===== config.mk =====
export PLATFORM = sky130hd
export DESIGN_NAME = req_encoder8
export DESIGN_NICKNAME = d
export VERILOG_FILES = /design/src/rtl/req_enc_pkg.sv /design/src/rtl/req_encoder8_prio.sv /design/src/rtl/req_encoder8.sv
export SDC_FILE = /design/constraint.sdc
export NUM_CORES = 1
export LEC_CHECK = 0
export BUFFER_PORTS_ARGS = -buffer_cell sky130_fd_sc_hd__buf_4
export CAP_MARGIN = 20
export CORE_MARGIN = 2
export CORE_UTILIZATION = 50
export CTS_CLUSTER_SIZE = 25
export DETAILED_ROUTE_END_ITERATION = 6
export PLACE_DENSITY_LB_ADDON = 0.12
export REMOVE_ABC_BUFFERS = 1
export SLEW_MARGIN = 20
export SYNTH_ARGS = -nofsm -noshare
export SYNTH_HDL_FRONTEND = slang
export SYNTH_HIERARCHICAL = 1
export SYNTH_SLANG_ARGS = --single-unit

===== constraint.sdc =====
create_clock -name clk -period 7.5 [get_ports clk]
set_input_delay 1.125 -clock clk [delete_from_list [all_inputs] [get_ports clk]]
set_output_delay 1.125 -clock clk [all_outputs]
set_load 0.05 [all_outputs]

===== src/rtl/req_enc_pkg.sv =====
// Shared constants, FSM state type and popcount helper for the req_encoder8 request encoder.
package req_enc_pkg;

    localparam int N_SRC = 8;
    localparam int IDX_W = 3;
    localparam int CNT_W = 4;

    typedef enum logic {
        IDLE = 1'b0,
        HOLD = 1'b1
    } state_e;

    function automatic logic [CNT_W-1:0] popcount(input logic [N_SRC-1:0] v);
        logic [CNT_W-1:0] cnt;
        cnt = '0;
        for (int i = 0; i < N_SRC; i++) begin
            cnt = cnt + CNT_W'(v[i]);
        end
        return cnt;
    endfunction

endpackage


===== src/rtl/req_encoder8_prio.sv =====
// prio_enc8: combinational circular priority encoder; the search starts at startIdx and wraps.
module prio_enc8
    import req_enc_pkg::*;
(
    input  logic [N_SRC-1:0] vec,
    input  logic [IDX_W-1:0] startIdx,
    output logic [IDX_W-1:0] idx,
    output logic             found
);

    logic [IDX_W-1:0] probe;

    // Walk offsets from farthest to nearest so the nearest set bit wins.
    always_comb begin
        idx   = '0;
        found = 1'b0;
        probe = '0;
        for (int i = N_SRC - 1; i >= 0; i--) begin
            probe = startIdx + IDX_W'(i);
            if (vec[probe]) begin
                idx   = probe;
                found = 1'b1;
            end
        end
    end

endmodule


===== src/rtl/req_encoder8.sv =====
// req_encoder8: accumulates multi-hot requests and hands them out one index at a time over a
// valid/ready slot. Define REQ_ENCODER8_ROUND_ROBIN_EN for round-robin selection instead of fixed priority.
module req_encoder8
    import req_enc_pkg::*;
(
    input  logic             clk,
    input  logic             rst,
    input  logic             Eneable,
    input  logic [N_SRC-1:0] req,
    input  logic             out_ready,
    output logic [IDX_W-1:0] code,
    output logic             out_valid,
    output logic [CNT_W-1:0] pend_cnt,
    output logic             busy
);

    state_e           state_q, state_d;
    logic [N_SRC-1:0] pending_q, pending_d;
    logic [IDX_W-1:0] code_q, code_d;
    logic [CNT_W-1:0] cnt_q;

    logic [N_SRC-1:0] pendAll;
    logic [IDX_W-1:0] startIdx;
    logic [IDX_W-1:0] selIdx;
    logic             selFound;
    logic             slotFree;
    logic             load;

    assign pendAll  = pending_q | req;
    assign slotFree = (state_q == IDLE) || out_ready;
    assign load     = !Eneable && slotFree && selFound;

`ifdef REQ_ENCODER8_ROUND_ROBIN_EN
    logic [IDX_W-1:0] ptr_q;

    assign startIdx = ptr_q + IDX_W'(1);

    // Pointer remembers the last granted index; reset to 7 so the first search starts at 0.
    always_ff @(posedge clk) begin
        if (rst) begin
            ptr_q <= IDX_W'(N_SRC - 1);
        end else if (load) begin
            ptr_q <= selIdx;
        end
    end
`else
    assign startIdx = '0;
`endif

    prio_enc8 u_prio (
        .vec      (pendAll),
        .startIdx (startIdx),
        .idx      (selIdx),
        .found    (selFound)
    );

    always_comb begin
        pending_d = pendAll;
        code_d    = code_q;
        if (load) begin
            pending_d         = pendAll;
            pending_d[selIdx] = 1'b0;
            code_d            = selIdx;
        end
    end

    always_comb begin
        state_d = state_q;
        unique case (state_q)
            IDLE: state_d = load ? HOLD : IDLE;
            HOLD: state_d = (out_ready && !load) ? IDLE : HOLD;
            default: state_d = IDLE;
        endcase
    end

    always_ff @(posedge clk) begin
        if (rst) begin
            state_q   <= IDLE;
            pending_q <= '0;
            code_q    <= '0;
            cnt_q     <= '0;
        end else begin
            state_q   <= state_d;
            pending_q <= pending_d;
            code_q    <= code_d;
            cnt_q     <= popcount(pending_d);
        end
    end

    always_comb begin
        out_valid = (state_q == HOLD);
        code      = code_q;
        pend_cnt  = cnt_q;
        busy      = (state_q == HOLD) || (cnt_q != '0);
    end

endmodule


# Word-level counts from Yosys, hierarchy flattened
# Index checks and enable logic that the tools add are counted.
[word_totals] reg_bits=16 in_bits=12
[op_classes] addsub=7 order_cmp=2 mux=22 bitwise_logic=4 reduce_logical=9
[ops] operator="$mux W3" n=8
[ops] operator="$add A4 B1 Y4" n=4
[ops] operator="$mux W1" n=11
[ops] operator="$and A8 B8 Y8" n=1
[ops] operator="$mux W8" n=1
[ops] operator="$not A8 Y8" n=1
[ops] operator="$or A8 B8 Y8" n=1
[ops] operator="$add A3 B1 Y4" n=1
[ops] operator="$logic_and A1 B1 Y1" n=4
[ops] operator="$lt A3 B4 Y1 const B" n=1
[ops] operator="$reduce_bool A4 Y1" n=1
[ops] operator="$add A2 B1 Y3" n=1
[ops] operator="$demux W1 S3" n=1
[ops] operator="$ge A3 B1 Y1 const B" n=1
[ops] operator="$add A1 B1 Y2" n=1
[ops] operator="$logic_not A1 Y1" n=2
[ops] operator="$logic_or A1 B1 Y1" n=2
[ops] operator="$pmux W1 S2" n=1
[ops] operator="$not A1 Y1" n=1

# Logic depth before layout (Yosys ltp)
# Gate-level depths: netlist of the first run.
[depth] depth_word=23 depth_mapped=24 mapped_depth_nobuf=20

# Modules after synthesis
# Netlist of the first run, hierarchy kept.
[by_module_without_submodules] module="req_encoder8" instances=1 cells_each=93 area_per_inst_um2=843.3 seq_area_each_um2=320.3
[by_module_without_submodules] module="prio_enc8" instances=1 cells_each=90 area_per_inst_um2=782.0 seq_area_each_um2=0.0

# Worst setup path before layout of the first run
# No wires, ideal clock.
[synth_path] path_kind="input to register" start="in req[7]" end="reg cnt_q[2], in the netlist pend_cnt[2]" t_arrival_ns=5.661 required_ns=7.383 path_slack_ns=1.721 stages=21 path_buffers=1 cell_sequence="nor2_1 > inv_1 > mux4_1 > and2_1 > nor3_1 > a211oi_1 > nor4b_1 > o22ai_1 > buf_2 > nor3_4 > a21oi_1 > fa_1 > inv_1 > fa_1 > inv_1 > fa_1 > ha_1 > inv_1 > fa_1 > xor2_1 > nor2_1"
[synth_via] elab_chain_len=23
[synth_rtl] element="start: declaration" line="req_encoder8.sv:9" source="input logic [N_SRC-1:0] req,"
[synth_rtl] element="$or A8 B8 Y8 *" line="req_encoder8.sv:29" source="assign pendAll = pending_q | req;"
[synth_rtl] element="net pendAll[7]" line="req_encoder8.sv:22" source="logic [N_SRC-1:0] pendAll;"
[synth_rtl] element="$mux W3 * (8 in a row)" line="req_encoder8_prio.sv:20" source="if (vec[probe]) begin"
[synth_rtl] element="net selIdx[2]" line="req_encoder8.sv:24" source="logic [IDX_W-1:0] selIdx;"
[synth_rtl] element="$lt A3 B4 Y1 (implied by the code) / $ge A3 B1 Y1 (equally long branches)" line="req_encoder8.sv:62" source="pending_d[selIdx] = 1'b0;"
[synth_rtl] element="$logic_and A1 B1 Y1 (implied by the code)" line="req_encoder8.sv:62"
[synth_rtl] element="$mux W1 (implied by the code)" line="req_encoder8.sv:62"
[synth_rtl] element="$demux W1 S3 *" line="req_encoder8.sv:62"
[synth_rtl] element="$not A8 Y8 (no line) *"
[synth_rtl] element="$and A8 B8 Y8 (no line) *"
[synth_rtl] element="$mux W8 *" line="req_encoder8.sv:60" source="if (load) begin"
[synth_rtl] element="net pending_d[0]" line="req_encoder8.sv:18" source="logic [N_SRC-1:0] pending_q, pending_d;"
[synth_rtl] element="$add A1 B1 Y2 *" line="req_enc_pkg.sv:17" source="cnt = cnt + CNT_W'(v[i]);"
[synth_rtl] element="$add A2 B1 Y3 *" line="req_enc_pkg.sv:17"
[synth_rtl] element="$add A3 B1 Y4 *" line="req_enc_pkg.sv:17"
[synth_rtl] element="$add A4 B1 Y4 * (4 in a row)" line="req_enc_pkg.sv:17"
[synth_rtl] element="end signal: assignment" line="req_encoder8.sv:86" source="cnt_q <= popcount(pending_d);"
[synth_rtl] element="end: declaration" line="req_encoder8.sv:20" source="logic [CNT_W-1:0] cnt_q;"
# Mark *: on every way through the listed nets, which the timed path passes. The rest lies on a longest branch.
# A chain may end at the register's enable or synchronous reset.

# Worst setup path in the final report of the first run
# Ends and elaborated chain as after synthesis.

==> results.cfg, run 1 <==
[drt]
dr.pass1.iters = 4
via_count = 1466
viasPerCell = 5.82
route.detailed.wl_per_inst_um = 14.9
drc = 0
drt_wl_total_um = 3750
drt_iter0_markers = 97
ant_nets = 0

[logic_synthesis]
synth_compound_area_share_pct = 21.6
synthCells = 183
ys_warn_count = 6
synth_cell_types = 55
ys.flop_type = dfxtp_1
ys_ff_latch = 16
synth_edf_count = 0
synth_top_area_cell = dfxtp_1
synth_top_area_share_pct = 19.7
synth_mux_area_share_pct = 21.9
async_reset_ff_share_pct = 0
synth.area.top_cells = dfxtp_1 20%, mux4_1 8.1%, mux4_2 6.9%
synth_common_cells = 19 x inv_1, 18 x nor2_1, 16 x a21oi_1, 16 x dfxtp_1, 10 x nand2_1
yosysMostFrequentCell = inv_1
synthSimpleGateAreaFrac_pct = 18.1
syn_avg_cell_area_um2 = 8.88
synthesis.area_mm2 = 0.00163
synth_top_family_by_area = multiplexers
synthAdderAreaFrac_pct = 8.78
ys_seq_area_share_pct = 19.7
synth_xor_area_share_pct = 2.16

[timing]
rsz0062_at_grt = no
fin_skew_ns = 0.00448
max_freq_ghz = 0.167
period_share_pct = 80.0
fin_tns_setup_ns = 0
period_minus_slack_ns = 6.00
finalSetupViolations = 0
worst_slack_ns = 1.50
slew_violations = 0
hold_viol_final = 0

[run]
drv_cap = 0

[worst_setup_path]
cp.arrival_ns = 6.19
crit_family = adder cells
cp_slowest_stage_delay_ns = 0.62
start_kind = input pin
crit_buf_inv = 6
worstPathRequired_ns = 7.68
crit_slowest_cell = mux4_1
crit_type = in -> reg
r2r_start = pending_q[7]
cp-end-kind = flip-flop
crit_fanout = 9
path_cells = buf_4 -> nor2_1 -> inv_1 -> mux4_1 -> and2_1 -> nor3_1 -> a211oi_1 -> nor4b_1 -> o22ai_1 -> buf_4 -> nor3_4 -> a21oi_1 -> fa_1 -> inv_1 -> fa_1 -> inv_1 -> fa_1 -> ha_1 -> inv_1 -> fa_1 -> xor2_1 -> nor2_1
startpoint = req[7]

[final_layout]
drive_gt1_share_pct = 20.7
finalInstanceArea_mm2 = 0.00184
synthToLayoutAreaGrowth_pct = 13.4
diodes = 0
nets = 231

[global_routing]
grt_max_degree = 20
grt_pass1_vias = 1448
grt_first_pass_wirelength_um = 6330
overflow = 0
grt.total_usage_pct = 23.0
antenna_found_initial = 0

[die]
core_area_mm2 = 0.00308
die_area_mm2 = 0.00372
initial_core_util_pct = 52.8
dieHeight_um = 61.0
rows = 20
io_pins = 21
die_w_um = 61.0

[clocking]
cts_made_buffers = 3
cts_root_buffer = clkbuf_4
cts_hold_buf = 0
clk_path_buf_depth = 2
cts_tree = built
cts_sinks = 16
clock_latency_ns = 0.28
htree_levels = 1
post_cts_buffers = 0
clk_pin_slew_ns = 0.09
ctsResizeCount = 0

[placed_design]
dpl.hpwl_um = 2970
place_ws_ns = 1.21
place_area_mm2 = 0.00182
numPortBuffers = 20
gp_congestion = 0.902

[status]
status = completed

[worst_hold_path]
hold_start = code[0]
min_path_type = reg -> reg

[pwr]
power_density_mw_per_mm2 = 216
p_leak_uw = 0.000793
max-vdd-ir-drop_mv = 0.198
power_uw = 398
kinds of logic (layout without fill, tap and decap cells):
kind of cell,count (synthesis),in the layout
compound gates,52,52
xor+xnor,4,4
fa+ha+maj,9,9
buf+inv,27,43
flops,16,16
mux,20,20
other cells,1,10
simple gates,54,54
worst reg2reg max path: stages (launching register included):
cell,delay (ns)
dfxtp_1,0.31
nor2_1,0.18
inv_1,0.14
mux4_1,0.62
and2_1,0.22
nor3_1,0.13
a211oi_1,0.06
nor4b_1,0.31
o22ai_1,0.14
buf_4,0.20
nor3_4,0.34
a21oi_1,0.15
fa_1,0.54
inv_1,0.05
fa_1,0.52
inv_1,0.05
fa_1,0.51
ha_1,0.17
inv_1,0.05
fa_1,0.37
xor2_1,0.15
nor2_1,0.05
placed cells by master, fill, tap and decap left out, types with 4 or more instances in the layout:
cell type,count
ha_1,5
nor2b_1,5
mux2i_1,4
a31oi_1,5
inv_1,19
mux4_2,5
o21ai_0,5
conb_1,10
mux2_2,4
a21oi_1,16
dfxtp_1,16
a311oi_1,4
nand2_1,10
buf_4,21
mux4_1,5
fa_1,4
nor2_1,18
a211oi_1,5
per-layer routing:
metal	part of all wire (%)	track usage (%)	vias up	wire [µm]
met5	0	0	-	0
met2	54	41.0	40	2010
met4	1.7	14.0	0	65
li1	-	-	717	-
met1	41	26.5	705	1540
met3	3.3	2.31	4	124
metrics by stage:
stage	hold WS (ns)	util, %	instances
3_3_place_gp	0.465	59.1	249
3_5_place_dp	0.479	59.1	249
6_report	0.485	59.9	252
2_1_floorplan	0.514	-	184
4_1_cts	0.491	59.9	252
5_1_grt	0.510	59.9	252
report_power, final:
group          leakage [µW]  internal, µW  switching [µW]
logic              0.000646          95.9             152
clock network     0.0000138          18.6            25.8
registers          0.000133          99.6            5.97
cell type report:
| cell class | count | area, µm² |
|---|---|---|
| Fill cell | 280 | 1230 |
| Clock buffer | 3 | 22.5 |
| Sequential cell | 16 | 320 |
| Multi-Input combinational cell | 149 | 1220 |
| Inverter | 19 | 71.3 |
| Tap cell | 44 | 55.1 |
| Timing Repair Buffer | 21 | 158 |
final timing paths:
kind / endpoint / slack, ns / depth (start not counted)
min: code[0] / 0.48 / 2
max: pend_cnt[2] / 1.50 / 22
max reg2reg: pend_cnt[2] / 2.14 / 21
min reg2reg: code[0] / 0.48 / 2
flip-flops by register name (all words and copies together), names as in the netlist:
signal / cells
pending_q: 8
out_valid: 1
pend_cnt: 4
code: 3
Note: power is estimated with default switching activity, not from simulation.
==> run 2, diff against run 1 <==
Clock period 7.5 ns to 5.4 ns, I/O delays scaled along.
==> results.cfg, run 2 (same netlist as run 1, synthesis figures left out) <==
[status]
status = completed

[final_layout]
most-common-layout-cells = 65 x buf_4, 19 x inv_1, 16 x dfxtp_1
final_common_cell = buf_4
nets = 275
largest_reg_flops = 8
layout.cells.non_filler = 297
top_register = pending_q
diodes = 0
finalInstanceArea_mm2 = 0.00224
drive_gt1_share_pct = 40.7
synthToLayoutAreaGrowth_pct = 37.8

[worst_setup_path]
worstPathRequired_ns = 5.59
start_kind = input pin
crit_fanout = 6
crit_type = in -> reg
reg2reg_slack_ns = 0.47
cp-end-kind = flip-flop
cp.arrival_ns = 5.45

[drt]
route.detailed.wl_per_inst_um = 15.2
ant_nets = 0
dr.pass1.iters = 4
drc = 0
viasPerCell = 5.61
drt_iter0_markers = 83
via_count = 1665
drt_wl_total_um = 4500

[die]
die_area_mm2 = 0.00372
io_pins = 21
initial_core_util_pct = 52.8
dieHeight_um = 61.0
core_area_mm2 = 0.00308
rows = 20
die_w_um = 61.0

[placed_design]
dp.cells = 291
numPortBuffers = 20
place_area_mm2 = 0.00214
dpl.hpwl_um = 3520
gp_congestion = 0.926

[run]
drv_cap = 0

[global_routing]
antenna_found_initial = 0
grt.total_usage_pct = 26.5
grt_max_degree = 20
grt_pass1_vias = 1688
overflow = 0
grt_first_pass_wirelength_um = 7350

[worst_hold_path]
min_path_type = reg -> reg

[clocking]
clk_pin_slew_ns = 0.10
clk_path_buf_depth = 2
htree_levels = 1
cts_sinks = 16
cts_hold_buf = 0
cts_tree = built
cts_root_buffer = clkbuf_4
cts_made_buffers = 3
clock_latency_ns = 0.29

[timing]
period_minus_slack_ns = 5.26
slew_violations = 0
period_share_pct = 97.5
fin_skew_ns = 0.00356
max_freq_ghz = 0.190
hold_viol_final = 0
fin_tns_setup_ns = 0
finalSetupViolations = 0

[pwr]
p_leak_uw = 0.00102
power_uw = 665
power_density_mw_per_mm2 = 297
max-vdd-ir-drop_mv = 0.279
## run 2: cell types whose count changed in the layout (fill, tap and decap cells not counted), moves of 2 or more
cell     change
nor2_2       +3
mux4_2       +2
nor2_1       -6
a21oi_2      +2
buf_4       +44
nor2_4       +3
mux4_1       -2
a21oi_1      -2
## run 2: repair_timing
item                       in CTS  in global routing
gates resized for setup         0                 19
setup endpoints to repair       0                  2
buffers inserted                0                  2
## run 2: layout make-up
| cell class | instances | area, µm² |
|---|---|---|
| clock buffer | 4 | 36.3 |
| inverter | 19 | 71.3 |
| sequential | 16 | 320 |
| timing repair buffer | 65 | 488 |
| fill | 247 | 838 |
| tap | 44 | 55.1 |
| multi-input combinational | 149 | 1270 |
## run 2: critical path, stage by stage
cell and delay [ns]:
buf_4 0.11, nor2_1 0.17, inv_1 0.08, mux4_2 0.49
mux2_2 0.31, buf_4 0.14, o21bai_1 0.17, mux2_4 0.24
buf_4 0.14, and2b_4 0.17, a21oi_2 0.07, fa_1 0.57
inv_1 0.06, fa_1 0.54, inv_1 0.06, fa_1 0.50
ha_2 0.19, inv_1 0.05, fa_1 0.38, xor2_1 0.15
nor2_1 0.05
## run 2: worst paths after layout
check / start / to / cells past startpoint
max: req[0] / pend_cnt[2] / 21
min reg2reg: code[2] / code[2] / 2
min: code[2] / code[2] / 2
max reg2reg: pending_q[0] / pend_cnt[2] / 20
## run 2: layer usage
| layer | vias up | global-route usage, % | wire (µm) |
|---|---|---|---|
| met4 | 0 | 14.3 | 101 |
| met3 | 14 | 2.73 | 152 |
| met2 | 54 | 50.1 | 2530 |
| met5 | - | 0 | 0 |
| met1 | 788 | 28.8 | 1720 |
| li1 | 809 | - | - |
## run 2: power breakdown
part / total [µW] / leakage, µW / switching, µW / internal (µW)
sequential: 147 / 0.000133 / 9.00 / 138
clock: 80.7 / 0.0000210 / 39.6 / 41.1
combinational: 437 / 0.000864 / 243 / 194
## run 2: metrics by stage
stage / hold WS (ns) / worst slack [ns] / util (%)
after floorplan: 0.514 / -0.0912 / -
after global placement: 0.469 / -0.140 / 69.4
after detailed placement: 0.477 / -0.271 / 69.4
after CTS: 0.495 / 0.0202 / 70.6
after global routing: 0.506 / -0.0515 / 72.8
final: 0.496 / 0.136 / 72.8
